`src/rtl/dac_spi_frame_decoder.sv`:
```
// Receive-side decoder for the AD5662 SYNC/SCLK/DIN write frame.
// Recovers header, power-down mode and DAC code; flags aborted, overrun and stalled frames.
module dac_spi_frame_decoder #(
    parameter int INPUT_SYNC     = 1,
    parameter int FRAME_BITS     = 24,
    parameter int TIMEOUT_CYCLES = 4096
) (
    input  logic        dataclk,
    input  logic        reset,
    input  logic        dac_sync,
    input  logic        dac_sclk,
    input  logic        dac_din,
    output logic [15:0] dac_value,
    output logic [15:0] dac_value_twos_comp,
    output logic [1:0]  pd_mode,
    output logic [5:0]  header_bits,
    output logic        frame_valid,
    output logic        frame_abort,
    output logic        frame_overrun,
    output logic [15:0] frame_count,
    output logic        busy
);

    localparam int CNT_W = $clog2(FRAME_BITS + 1);
    localparam int TMO_W = (TIMEOUT_CYCLES > 1) ? $clog2(TIMEOUT_CYCLES) : 1;
    localparam logic [CNT_W-1:0] LAST_BIT = CNT_W'(FRAME_BITS - 1);
    localparam logic [TMO_W-1:0] TMO_LAST = TMO_W'(TIMEOUT_CYCLES - 1);

    typedef enum logic [1:0] {IDLE, ARMED, SHIFT, HOLD} state_t;

    state_t           state, state_n;
    logic [2:0]       line_in, line_s;
    logic [1:0]       line_d;
    logic             s_sync, s_sclk, s_din;
    logic             sclk_fall, sync_fall, sync_rise;
    logic [CNT_W-1:0] bit_cnt;
    logic [TMO_W-1:0] tmo_cnt;
    logic [23:0]      shift_reg, shift_next;
    logic             start, shift_en, latch, tmo_clr, abort_n, overrun_n;

    assign line_in = {dac_sync, dac_sclk, dac_din};

    generate
        if (INPUT_SYNC != 0) begin : g_sync2
            logic [2:0] line_meta;
            always_ff @(posedge dataclk) begin
                if (reset) begin
                    line_meta <= '0;
                    line_s    <= '0;
                end else begin
                    line_meta <= line_in;
                    line_s    <= line_meta;
                end
            end
        end else begin : g_sync1
            always_ff @(posedge dataclk) begin
                if (reset) line_s <= '0;
                else       line_s <= line_in;
            end
        end
    endgenerate

    always_ff @(posedge dataclk) begin
        if (reset) line_d <= '0;
        else       line_d <= line_s[2:1];
    end

    assign s_sync     = line_s[2];
    assign s_sclk     = line_s[1];
    assign s_din      = line_s[0];
    assign sclk_fall  = line_d[0] & ~s_sclk;
    assign sync_fall  = line_d[1] & ~s_sync;
    assign sync_rise  = ~line_d[1] & s_sync;
    assign shift_next = {shift_reg[22:0], s_din};

    // sync_rise outranks a coincident sclk_fall, so an edge landing with SYNC rising is never counted
    always_comb begin
        state_n   = state;
        start     = 1'b0;
        shift_en  = 1'b0;
        latch     = 1'b0;
        tmo_clr   = 1'b0;
        abort_n   = 1'b0;
        overrun_n = 1'b0;
        case (state)
            IDLE:  if (s_sync) state_n = ARMED;
            ARMED: if (sync_fall) begin
                start   = 1'b1;
                state_n = SHIFT;
            end
            SHIFT: begin
                if (sync_rise) begin
                    abort_n = 1'b1;
                    state_n = ARMED;
                end else if (sclk_fall) begin
                    shift_en = 1'b1;
                    tmo_clr  = 1'b1;
                    if (bit_cnt == LAST_BIT) begin
                        latch   = 1'b1;
                        state_n = HOLD;
                    end
                end else if (tmo_cnt == TMO_LAST) begin
                    abort_n = 1'b1;
                    state_n = IDLE;
                end
            end
            HOLD: begin
                if (sync_rise)      state_n   = ARMED;
                else if (sclk_fall) overrun_n = 1'b1;
            end
            default: state_n = IDLE;
        endcase
    end

    always_ff @(posedge dataclk) begin
        if (reset) begin
            state         <= IDLE;
            bit_cnt       <= '0;
            tmo_cnt       <= '0;
            shift_reg     <= '0;
            dac_value     <= 16'h8000;
            pd_mode       <= '0;
            header_bits   <= '0;
            frame_valid   <= 1'b0;
            frame_abort   <= 1'b0;
            frame_overrun <= 1'b0;
            frame_count   <= '0;
        end else begin
            state         <= state_n;
            frame_valid   <= latch;
            frame_abort   <= abort_n;
            frame_overrun <= overrun_n;
            if (start) begin
                bit_cnt   <= '0;
                shift_reg <= '0;
            end else if (shift_en) begin
                bit_cnt   <= bit_cnt + 1'b1;
                shift_reg <= shift_next;
            end
            if (start || tmo_clr)  tmo_cnt <= '0;
            else if (state == SHIFT) tmo_cnt <= tmo_cnt + 1'b1;
            if (latch) begin
                header_bits <= shift_next[23:18];
                pd_mode     <= shift_next[17:16];
                dac_value   <= shift_next[15:0];
                frame_count <= frame_count + 1'b1;
            end
        end
    end

    assign dac_value_twos_comp = {~dac_value[15], dac_value[14:0]};
    assign busy                = (state == SHIFT) || (state == HOLD);

endmodule

```
`config.mk`:
```
export PLATFORM = sky130hd
export DESIGN_NAME = dac_spi_frame_decoder
export DESIGN_NICKNAME = d
export VERILOG_FILES = /design/src/rtl/dac_spi_frame_decoder.sv
export SDC_FILE = /design/constraint.sdc
export NUM_CORES = 1
export LEC_CHECK = 0
export CELL_PAD_IN_SITES_DETAIL_PLACEMENT = 2
export CELL_PAD_IN_SITES_GLOBAL_PLACEMENT = 2
export CORE_UTILIZATION = 33
export DETAILED_ROUTE_END_ITERATION = 12
export PLACE_DENSITY_LB_ADDON = 0.1
export SLEW_MARGIN = 20
export SYNTH_ARGS = -nofsm -noshare
export SYNTH_HDL_FRONTEND = slang
export SYNTH_SLANG_ARGS = --single-unit
export TNS_END_PERCENT = 10
```
`constraint.sdc`:
```
create_clock -name dataclk -period 3.7 [get_ports dataclk]
set_input_delay 0.74 -clock dataclk [delete_from_list [all_inputs] [get_ports dataclk]]
set_output_delay 0.74 -clock dataclk [all_outputs]
set_load 0.05 [all_outputs]
```
==> impl_metrics.tcl <==
set metrics [dict create \
    row_count 38 \
    leakage_uw 0.00156 \
    route.detailed.drc 0 \
    setup_viol 0 \
    fillCellCount 1250 \
    grt_start_max_net_pins 53 \
    nets 497 \
    critPathArrivalTime_ns 2.20 \
    synth_fp_nets 455 \
    yosys.area_share.simple 0.254 \
    synthArstFlopShare 0 \
    seqPwrFrac 0.509 \
    drv_cap 0 \
    critPathCaptureType "primary output" \
    path_class "reg -> out" \
    clk_latency_ns 0.34 \
    dp_hpwl_mm 6.20 \
    yosys.area_share.adder 0.0235 \
    drtIter0Drc 71 \
    hp-class "reg -> reg" \
    muxShareOfSynthArea 0.00269 \
    clock_power_share 0.447 \
    max-slew-margin-rel 0.612 \
    worst_pin_slew_ns 0.582 \
    clk_pin_slew_ns 0.06 \
    ys.warnings.count 0 \
    slew_viol_final 0 \
    clock_sinks 93 \
    syn_area_sq_mm 0.00372 \
    ys_seq_area_frac 0.500 \
    synth_top_family_by_area "simple AND/OR/NAND/NOR gates" \
    outcome "completed" \
    vias 3074 \
    synth-compound-area-share 0.0917 \
    hold_violations 0 \
    io_pins 65 \
    place_congestion 0.708 \
    grtUsageTotal 0.174 \
    ys_seq_elements 93 \
    hold_buffers 0 \
    pwr-share-comb 0.044 \
    cts_resized 0 \
    switching_share 0.213 \
    drtPass1Iterations 4 \
    start_util 0.341 \
    postCtsSetupBuffers 0 \
    die_h_microns 108 \
    post-route-min-period_ns 2.94 \
    ctsHtreeMaxLevel 3 \
    vias_per_cell 4.89 \
    synthXorXnorAreaFrac 0.0635 \
    mostFrequentLayoutCells "nand2_1, dfxtp_1, clkdlybuf4s50_1" \
    totalWireLength_mm 9.34 \
    final_common_cell "nand2_1" \
    synth_edf_count 0 \
    start_kind "flop" \
    crit_start "state[0]" \
    path_max_fanout 11 \
    synthCells 443 \
    hold_slack_ns 0.431 \
    syn_avg_cell_area_sq_um 8.41 \
    min_from "g_sync2.line_meta[2]" \
    first_global_vias 3264 \
    diodes 0 \
    io_buffers 64 \
    largest_reg_flops 23 \
    root_buffer "clkbuf_16" \
    r2r-start "state[0]" \
    setup_tns_ns 0 \
    cts.path.max_buffers 2 \
    drive_gt1_frac 0.0533 \
    required_ns 2.96 \
    synth_ff_type "dfxtp_1" \
    finClkSkew_ns 0.00570 \
    p_int_uw 1580 \
    rsz0062_at_grt "no" \
    finalCritPeriodShare 0.793 \
    numCtsBuffers 9 \
    overflow 0 \
    synth_cell_types 39 \
    area_growth_pct 24.8 \
    dieArea_sq_mm 0.0117 \
    antenna_found_initial 0 \
    ant_nets 0 \
    cts_tree "yes" \
    wl_per_cell_microns 14.9 \
    switching_power_uw 426 \
    grt_pass1_wl_mm 15.9 \
    core_area_sq_mm 0.0109 \
    die_w_microns 108 \
    ir_drop_uv 171 \
    fmax_ghz 0.341 \
    power_density_mw_per_mm2 431 \
]
[critical path: stages, from the launching register on]
cell and delay (ns):
dfxtp_1 0.38, inv_1 0.08, ha_1 0.35, or2_2 0.36, clkdlybuf4s50_1 0.70
[cells by family after synthesis]
| group | after synthesis |
|---|---|
| AO/OA/AOI/OAI | 64 |
| XOR/XNOR | 27 |
| adder cells (fa/ha/maj) | 7 |
| buffers and inverters | 44 |
| flip-flops | 93 |
| multiplexers | 1 |
| AND/OR/NAND/NOR | 207 |
[cell usage after synthesis, drive strengths merged, types with 2 or more instances]
cell,count,share of area
nor3,7,0.012
o31ai,2,0.0040
buf,22,0.042
or4,2,0.0050
nor2b,11,0.020
clkbuf,16,0.016
ha,7,0.024
a21oi,53,0.071
nor4,4,0.0067
nand2,114,0.11
xnor2,12,0.028
nand2b,3,0.0050
dfxtp,93,0.50
o21ai,4,0.0054
and4,4,0.0094
nand3,9,0.012
xor2,15,0.035
or3,2,0.0034
inv,6,0.0060
nand4,11,0.018
nor2,35,0.035
[routing by layer]
metal,up-vias,GRT usage,wire length [microns]
met3,9,0.0295,228
met4,0,0.0675,127
met1,1502,0.220,4490
met5,-,0,0
met2,46,0.293,4490
li1,1517,-,-
[worst paths after layout]
check / end / slack (ns) / depth (start not counted)
min: line_s[2] / 0.43 / 1
max: busy / 0.76 / 4
min reg2reg: line_s[2] / 0.43 / 1
max reg2reg: frame_count[12] / 1.20 / 7
[per-stage QoR]
stage | area [sq um] | setup WS, ns | util | power, uW | instances
after floorplan | 3720 | 1.74 | - | 1110 | 443
after global placement | 4370 | 1.15 | 0.399 | 1130 | 614
after detailed placement | 4370 | 1.11 | 0.399 | 1130 | 614
after CTS | 4650 | 0.740 | 0.425 | 2030 | 628
after global routing | 4650 | 0.673 | 0.425 | 2090 | 628
final | 4650 | 0.764 | 0.425 | 2000 | 628
[final cells by class]
type	count	area (sq um)	share of cell area
Sequential cell	93	1860	0.400
Inverter	6	22.5	0.00484
Multi-Input combinational cell	306	1640	0.352
Tap cell	140	175	0.0377
Clock inverter	2	35.0	0.00753
Timing Repair Buffer	69	673	0.145
Clock buffer	12	246	0.0530
[power groups by stage]
stage | sequential, uW | combinational (uW) | clock [uW]
finish | 1020 | 88.1 | 895
global route | 1020 | 103 | 966
detailed placement | 1040 | 90.3 | 0
global placement | 1040 | 88.0 | 0
floorplan | 1040 | 65.7 | 0
CTS | 1020 | 91.5 | 924
No activity file was read; power rests on OpenSTA's default activity.
